--- src/rtl/mem_pkg.sv ---
// Shared types and helpers for the single-port RMW memory front-end and its
// planned dual-port sibling.
package mem_pkg;

  typedef enum logic [1:0] {IDLE, RD_WAIT, RMW_WAIT} state_t;

  typedef struct packed {
    logic full;
    logic nonempty;
  } byte_class_t;

  function automatic int mem_nbytes(input int width);
    return (width + 7) / 8;
  endfunction

  // ext_bits has padding forced to 1, real_bits has padding forced to 0.
  function automatic byte_class_t classify_byte(input logic [7:0] ext_bits,
                                                input logic [7:0] real_bits);
    byte_class_t c;
    c.full     = &ext_bits;
    c.nonempty = |real_bits;
    return c;
  endfunction

endpackage

--- src/rtl/mem_byte_classify.sv ---
// Splits a bit-granular write mask into per-byte full / non-empty flags and
// reports whether any byte is only partly covered.
module mem_byte_classify
  import mem_pkg::*;
#(
  parameter  int DW = 128,
  localparam int NB = mem_nbytes(DW)
) (
  input  logic [DW-1:0] mask,
  output logic [NB-1:0] full,
  output logic [NB-1:0] nonempty,
  output logic          has_partial
);

  logic [NB*8-1:0] ext_mask;
  logic [NB*8-1:0] zext_mask;

  // Padding bits above DW count as set for fullness but never make a byte non-empty.
  always_comb begin
    ext_mask            = '1;
    ext_mask[DW-1:0]    = mask;
    zext_mask           = '0;
    zext_mask[DW-1:0]   = mask;
  end

  for (genvar b = 0; b < NB; b++) begin : g_byte
    byte_class_t cls;
    assign cls         = classify_byte(ext_mask[b*8 +: 8], zext_mask[b*8 +: 8]);
    assign full[b]     = cls.full;
    assign nonempty[b] = cls.nonempty;
  end

  assign has_partial = |(nonempty & ~full);

endmodule

--- src/rtl/mem_sp_rmw_ctrl.sv ---
// Request/response front-end for a single-port byte-enable RAM: byte-covered
// writes go straight through, partial-byte masks become a read-modify-write.
module mem_sp_rmw_ctrl
  import mem_pkg::*;
#(
  parameter  int MEM_DATAWIDTH = 128,
  parameter  int MEM_ADDRWIDTH = 14,
  parameter  int MEM_RD_LAT    = 1,
  parameter  int RMW_EN        = 1,
  localparam int NB            = mem_nbytes(MEM_DATAWIDTH)
) (
  input  logic                     clk,
  input  logic                     reset,
  input  logic                     req_valid,
  output logic                     req_ready,
  input  logic [MEM_DATAWIDTH-1:0] req_we,
  input  logic [MEM_ADDRWIDTH-1:0] req_addr,
  input  logic [MEM_DATAWIDTH-1:0] req_wdata,
  output logic                     rsp_valid,
  input  logic                     rsp_ready,
  output logic [MEM_DATAWIDTH-1:0] rsp_rdata,
  output logic                     ram_en,
  output logic [NB-1:0]            ram_we,
  output logic [MEM_ADDRWIDTH-1:0] ram_addr,
  output logic [MEM_DATAWIDTH-1:0] ram_din,
  input  logic [MEM_DATAWIDTH-1:0] ram_dout
);

  localparam int              CNT_W    = $clog2(MEM_RD_LAT + 1);
  localparam logic [CNT_W-1:0] CNT_LAST = CNT_W'(MEM_RD_LAT - 1);

  state_t                     state;
  logic [CNT_W-1:0]           cnt;
  logic [MEM_ADDRWIDTH-1:0]   lat_addr;
  logic [MEM_DATAWIDTH-1:0]   lat_mask;
  logic [MEM_DATAWIDTH-1:0]   lat_wdata;
  logic [NB-1:0]              lat_bytes;

  logic [NB-1:0] full;
  logic [NB-1:0] nonempty;
  logic          has_partial;
  logic          accept;
  logic          is_read;
  logic          is_rmw;
  logic          last;

  mem_byte_classify #(.DW(MEM_DATAWIDTH)) u_classify (
    .mask        (req_we),
    .full        (full),
    .nonempty    (nonempty),
    .has_partial (has_partial)
  );

  // The full-byte vector only matters to the dual-port variant.
  logic unused_full;
  assign unused_full = ^full;

  assign req_ready = ~reset & (state == IDLE) & ~rsp_valid;
  assign accept    = req_valid & req_ready;
  assign is_read   = ~|req_we;
  assign is_rmw    = (RMW_EN != 0) && has_partial;
  assign last      = (cnt == CNT_LAST);

  // RAM strobes are issued in the accept cycle; reset suppresses any pending RMW write.
  always_comb begin
    ram_en   = 1'b0;
    ram_we   = '0;
    ram_addr = '0;
    ram_din  = '0;
    if (!reset) begin
      if (state == IDLE && accept) begin
        ram_en   = 1'b1;
        ram_addr = req_addr;
        if (!is_read && !is_rmw) begin
          ram_we  = nonempty;
          ram_din = req_wdata;
        end
      end else if (state == RMW_WAIT && last) begin
        ram_en   = 1'b1;
        ram_addr = lat_addr;
        ram_we   = lat_bytes;
        ram_din  = (ram_dout & ~lat_mask) | (lat_wdata & lat_mask);
      end
    end
  end

  always_ff @(posedge clk) begin
    if (reset) begin
      state     <= IDLE;
      cnt       <= '0;
      rsp_valid <= 1'b0;
      rsp_rdata <= '0;
      lat_addr  <= '0;
      lat_mask  <= '0;
      lat_wdata <= '0;
      lat_bytes <= '0;
    end else begin
      if (rsp_valid && rsp_ready) rsp_valid <= 1'b0;
      case (state)
        IDLE: begin
          if (accept) begin
            lat_addr  <= req_addr;
            lat_mask  <= req_we;
            lat_wdata <= req_wdata;
            lat_bytes <= nonempty;
            if (is_read)     state <= RD_WAIT;
            else if (is_rmw) state <= RMW_WAIT;
          end
        end
        RD_WAIT: begin
          if (last) begin
            rsp_rdata <= ram_dout;
            rsp_valid <= 1'b1;
            cnt       <= '0;
            state     <= IDLE;
          end else begin
            cnt <= cnt + 1'b1;
          end
        end
        RMW_WAIT: begin
          if (last) begin
            cnt   <= '0;
            state <= IDLE;
          end else begin
            cnt <= cnt + 1'b1;
          end
        end
        default: state <= IDLE;
      endcase
    end
  end

endmodule

--- config.mk ---
export PLATFORM = sky130hd
export DESIGN_NAME = mem_sp_rmw_ctrl
export DESIGN_NICKNAME = d
export VERILOG_FILES = /design/src/rtl/mem_pkg.sv /design/src/rtl/mem_byte_classify.sv /design/src/rtl/mem_sp_rmw_ctrl.sv
export SDC_FILE = /design/constraint.sdc
export NUM_CORES = 1
export LEC_CHECK = 0
export ABC_AREA = 1
export BUFFER_PORTS_ARGS = -buffer_cell sky130_fd_sc_hd__buf_2
export CAP_MARGIN = 20
export CORE_AREA = 2 2 267 269
export CTS_CLUSTER_DIAMETER = 150
export DETAILED_ROUTE_END_ITERATION = 10
export DIE_AREA = 0 0 269 271
export SLEW_MARGIN = 20
export SYNTH_ARGS = -nofsm -noshare
export SYNTH_HDL_FRONTEND = slang
export SYNTH_SLANG_ARGS = --single-unit
--- constraint.sdc ---
create_clock -name clk -period 5.83 [get_ports clk]
set_clock_uncertainty 0.2 [all_clocks]
set_input_delay 1.749 -clock clk [delete_from_list [all_inputs] [get_ports clk]]
set_output_delay 1.749 -clock clk [all_outputs]
set_load 0.01 [all_outputs]
# Yosys cells after proc, flatten, opt, wreduce, memory -nomap -nowiden
# Cells that the tools add are included.
[totals]
reg_bits = 418
in_bits = 402
out_inout_bits = 289
word_cells = 93
[op_classes]
add_sub_neg = 1
eq_ne = 5
muxes = 23
bitwise_logic = 12
reduce_logical = 44
[ops]
columns = ["cell", "n"]
rows = [
  ["2-to-1 mux 128 bit", 4],
  ["bitwise AND 128 bit", 2],
  ["NOT 128 bit", 1],
  ["OR 128 bit", 1],
  ["AND reduction 8 bit", 16],
  ["OR reduction 128 bit", 1],
  ["OR reduction 8 bit", 16],
  ["2-to-1 mux 16 bit", 4],
  ["2-to-1 mux 14 bit", 3],
  ["bitwise AND 16 bit", 1],
  ["NOT 16 bit", 1],
  ["OR reduction 16 bit", 1],
  ["2-to-1 mux 2 bit", 4],
  ["2-to-1 mux 1 bit", 7],
  ["logical AND 1 bit", 4],
  ["!= test 2 bit, second input constant", 2],
  ["case mux 2 bit (2 select lines)", 1],
  ["AND reduction 2 bit", 2],
  ["bitwise AND 1 bit", 3],
  ["!= test 3 bit, second input constant", 1],
  ["NOT 1 bit", 3],
  ["AND reduction 3 bit", 1],
  ["equality test 2 x 1 -> 1 bit, second input constant", 1],
  ["equality test 2 bit, second input constant", 1],
  ["4 further kinds", 4],
]

# Logic depth before layout (Yosys ltp)
[depth]
word_depth = 9
depth_mapped = 12
mapped_depth_nobuf = 10

# Modules after synthesis
# Synthesis repeated with hierarchy kept, for this count alone.
[hier_totals]
cells_unflattened = 3131
area_unflattened_um2 = 20966.4
[modules_own_cells]
columns = ["mod", "n_inst", "cells_each", "area_each_um2", "seq_area_each_um2"]
rows = [
  ["mem_sp_rmw_ctrl", 1, 2868, 19917.9, 8348.0],
  ["mem_byte_classify", 1, 263, 1048.5, 0.0],
]

# Worst setup path after synthesis
# OpenSTA, ideal clock, no wires.
[synth_path]
path_kind = "input to output"
from = "in reset"
to = "out ram_din[102]"
t_arrival_ns = 3.046
t_required_ns = 3.881
path_slack_ns = 0.835
stages = 10
n_path_buf = 3
path_cell_list = "nor3_2 nand2_1 inv_2 buf_6 buf_4 buf_2 nand2_1 clkinv_1 nand3_2 a21oi_1"
[synth_via]
elab_chain_len = 7
[synth_rtl]
columns = ["item", "line", "rtl"]
rows = [
  ["start: declaration", "mem_sp_rmw_ctrl.sv:13", "input logic reset,"],
  ["NOT 1 bit", "mem_sp_rmw_ctrl.sv:58", "assign req_ready = ~reset & (state == IDLE) & ~rsp_valid;"],
  ["bitwise AND 1 bit (2 in series)", "mem_sp_rmw_ctrl.sv:58", ""],
  ["bitwise AND 1 bit", "mem_sp_rmw_ctrl.sv:59", "assign accept = req_valid & req_ready;"],
  ["logical AND 1 bit", "mem_sp_rmw_ctrl.sv:71", "if (state == IDLE && accept) begin"],
  ["2-to-1 mux 128 bit", "mem_sp_rmw_ctrl.sv:71", ""],
  ["2-to-1 mux 128 bit *", "mem_sp_rmw_ctrl.sv:70", "if (!reset) begin"],
  ["end: declaration", "mem_sp_rmw_ctrl.sv:25", "output logic [MEM_DATAWIDTH-1:0] ram_din,"],
]
# Every way passes the cells marked *; elsewhere a longest branch is shown, timed or not.

# Worst setup path after layout
[layout_path]
from = "in req_we[94]"
to = "out ram_din[122]"
[layout_via]
elab_chain_len = 9
elab_cells_between_ends = 11
cone_classes = "mux (3); bitwise (2); reduce/logical (6)"
[layout_rtl]
columns = ["item", "line", "rtl"]
rows = [
  ["start: declaration", "mem_sp_rmw_ctrl.sv:16", "input logic [MEM_DATAWIDTH-1:0] req_we,"],
  ["AND reduction 8 bit", "mem_pkg.sv:20", "c.full = &ext_bits;"],
  ["NOT 16 bit", "mem_byte_classify.sv:33", "assign has_partial = |(nonempty & ~full);"],
  ["bitwise AND 16 bit", "mem_byte_classify.sv:33", ""],
  ["OR reduction 16 bit", "mem_byte_classify.sv:33", ""],
  ["zero test 1 bit", "mem_sp_rmw_ctrl.sv:74", "if (!is_read && !is_rmw) begin"],
  ["logical AND 1 bit *", "mem_sp_rmw_ctrl.sv:74", ""],
  ["2-to-1 mux 128 bit *", "mem_sp_rmw_ctrl.sv:74", ""],
  ["2-to-1 mux 128 bit *", "mem_sp_rmw_ctrl.sv:71", ""],
  ["2-to-1 mux 128 bit *", "mem_sp_rmw_ctrl.sv:70", ""],
]
# Marked as above.

==> flow_summary.json <==
{
  "outcome": "complete, no violations",
  "post-route-period-util_pct": 97.9,
  "fmax_ghz": 0.175,
  "worstHoldPathType": "flop to flop",
  "setup_ws_ns": 0.121,
  "synth_top_family_by_area": "simple AND/OR/NAND/NOR gates",
  "design.portCount": 691,
  "gp_congestion": 0.881,
  "area_growth_syn_to_layout_pct": 31.2,
  "synth_top_area_share_pct": 42.0,
  "synth_area_leader": "dfxtp_1",
  "grt_pass1_vias": 20000,
  "clock_power_share_pct": 43.9,
  "power.leakage_uw": 0.0116,
  "critPathRequiredTime_ns": 3.88,
  "netlist_top_cells_area": "dfxtp_1 42%, nand2_1 16%, a21oi_1 11%, nor3b_1 4.8%, o211ai_1 4.8%",
  "timing.setup.tns_ns": 0,
  "yosys.cell_count.top_type": "nand2_1",
  "die_area_um2": 72900,
  "synthesized_area_fraction_occupied_by_ao_oa_aoi_and_oai_cells_pct": 16.4,
  "grt_pass1_wl_um": 118000,
  "detail_route.wirelength_um": 79000,
  "area_share_of_fa_ha_maj_cells_after_synthesis_pct": 0,
  "fill_cell_total_of_the_finished_layout": 7487,
  "cts.root.buffer_cell": "clkbuf_16",
  "max_cap_viol_count": 0,
  "chipWidth_um": 269,
  "starting_density_of_the_core_pct": 28.5,
  "register_area_um2": 8350,
  "setup_viol_count_final": 0,
  "tritoncts.num_buffers": 49,
  "grt_setup_unrepaired": "true",
  "ys_ff_latch": 417,
  "number_of_synthesized_flops_with_an_enable_pin": 0,
  "crit_type": "primary input to output pin",
  "hpwlAfterDp_um": 57300,
  "xor_xnor_fraction_of_synth_area_pct": 0,
  "dp_slack_ns": -0.121,
  "ctsLongestPathBuffers": 3,
  "remaining_global_route_overflow": 0,
  "grt.total_usage_pct": 20.6,
  "core_area_um2": 69800,
  "pin_slew_with_the_least_headroom_to_its_limit_ns": 0.867,
  "pwr-share-seq_pct": 43.9,
  "vdd.ir_drop.worst_mv": 0.216,
  "post_synth_and_or_nand_nor_area_fraction_pct": 34.2,
  "synth.area.mux_share_pct": 0,
  "timing_max_transition_violations_final": 0,
  "vias": 21100,
  "yosys_most_used_dff": "dfxtp_1",
  "fp.dieH_um": 271,
  "clk_transition_reported_paths_ns": 0.06,
  "h-tree-depth": 2,
  "synth.top_cells.by_count": "836 x nand2_1, 432 x a21oi_1, 417 x dfxtp_1, 241 x nor2_1, 130 x clkbuf_1",
  "synth_area_per_cell_um2": 7.00,
  "tritoncts": "yes",
  "final_layout_size_suffix_gt1_share_pct": 29.1,
  "maximum_number_of_pins_on_one_net_before_global_route_repair": 149,
  "drtAntennaViolNets": 0,
  "yosysSeqAreaShare_pct": 42.0,
  "worst_setup_path_end_kind": "output pin",
  "finalNetCount": 3851,
  "postSynthCellCount": 2842,
  "dr.pass1.iters": 7,
  "number_of_drc_violations_after_detailed_routing": 0,
  "hold_viol": 0,
  "power_frac_comb_pct": 12.2,
  "grt_antenna_before_repair": 25,
  "worst_skew_pair.late_latency_ns": 0.57,
  "postLayoutCoreUtil_pct": 37.4,
  "critPathArrivalTime_ns": 3.76,
  "numClockSinks": 417,
  "core.rowCount": 97,
  "drt_first_iter_violations": 1336,
  "synthesis.yosys.warnings": 0,
  "power.switching_uw": 1790,
  "detail_route.wl_per_cell_um": 17.8,
  "syn-num-nets": 3244,
  "viasPerCell": 4.76,
  "path_max_fanout": 71,
  "synth-async-reset-ratio_pct": 0,
  "power.internal_uw": 5050,
  "timing.final.crit_period_ns": 5.71,
  "post_dp_cell_area_um2": 24400,
  "worst_setup_path_start_kind": "primary input",
  "sw_frac_of_total_pct": 26.2,
  "post_synth_instance_area_um2": 19900,
  "netlist-cell-type-count": 24,
  "post_layout_total_power_uw": 6840,
  "area_taken_by_multi_input_logic_gates_um2": 10100,
  "max_transition_margin_pct": 42.1,
  "power_per_cell_area_nw_per_um2": 262,
  "placement.io_buffers": 690,
  "design_area_um2": 26100
}
-- layout by cell type, fill, tap and decap left out, types with 52 or more instances in the layout --
master and instances:
a21oi_1 426, clkinv_1 63, or2_2 128, nand2_1 831, inv_1 81, buf_2 689, nand3_1 114, o211ai_1 128
nor2_1 238, dfxtp_1 417, nor3b_1 128, clkbuf_16 52
-- registers in the layout, summed over array words and instances, names as in the netlist --
name,count
lat_mask,128
lat_wdata,128
rsp_rdata,128
lat_bytes,16
lat_addr,14
state,2
rsp_valid,1
-- final cells by class --
class                      count  share of cell area, %
antenna                       19                  0.182
clock buffer                  72                   5.65
clock inverter                13                  0.302
inverter                     150                   2.20
multi-input combinational   2076                   38.8
sequential                   417                   32.0
tap                          940                   4.51
timing repair buffer         755                   16.4
-- stage by stage --
stage,std cells,hold WS [ns]
floorplan,2842,0.242
global placement,4336,0.245
detailed placement,4336,0.249
CTS,4421,0.258
global route,4440,0.270
finish,4442,0.257
-- critical path: stages --
cell	delay [ns]
buf_2	0.12
nor2_1	0.21
nand4_1	0.24
nor2_1	0.23
nand2_1	0.07
nor2_1	0.11
buf_4	0.15
nand2_4	0.08
buf_12	0.20
nand3_1	0.20
a21oi_2	0.09
buf_2	0.18
-- logic make-up (layout without fill, tap and decap cells) --
kind of cell           Yosys count  in the layout
AND/OR/NAND/NOR               1496           1496
flip-flops                     417            417
buffers and inverters          349            990
AO/OA/AOI/OAI                  580            580
other                            0             19
-- routing by layer --
| layer | wire, µm | vias up | global-route usage, % |
|---|---|---|---|
| met2 | 37700 | 683 | 34.4 |
| met5 | 50 | - | 0 |
| met4 | 2590 | 8 | 7.60 |
| met3 | 5170 | 145 | 4.56 |
| met1 | 33500 | 9755 | 25.8 |
| li1 | - | 10500 | - |
-- power groups by stage --
stage	Clock, µW	Combinational (µW)	Sequential [µW]
3_3_place_gp	0	827	3060
6_report	3000	832	3000
5_1_grt	3200	926	3010
3_5_place_dp	0	830	3060
2_1_floorplan	0	477	3050
4_1_cts	3090	835	3000
-- path summary, 6_finish.rpt --
check                     start       endpoint  slack, ns  depth (start not counted)
setup / recovery     req_we[94]   ram_din[122]       0.12                         12
setup reg to reg       state[0]   lat_mask[26]       3.59                          8
hold / removal    rsp_rdata[69]  rsp_rdata[69]       0.26                          2
hold reg to reg   rsp_rdata[69]  rsp_rdata[69]       0.26                          2
-- repair_timing --
action | 4_1_cts | 5_1_grt
cloned | 0 | 1
hold buffers | 0 | 0
hold endpoints to repair | 0 | 0
setup endpoints to repair | 5 | 107
gates resized for setup | 4 | 9
pin swaps | 1 | 3
setup buffers | 0 | 1
Note: power is estimated with default switching activity, not from simulation.
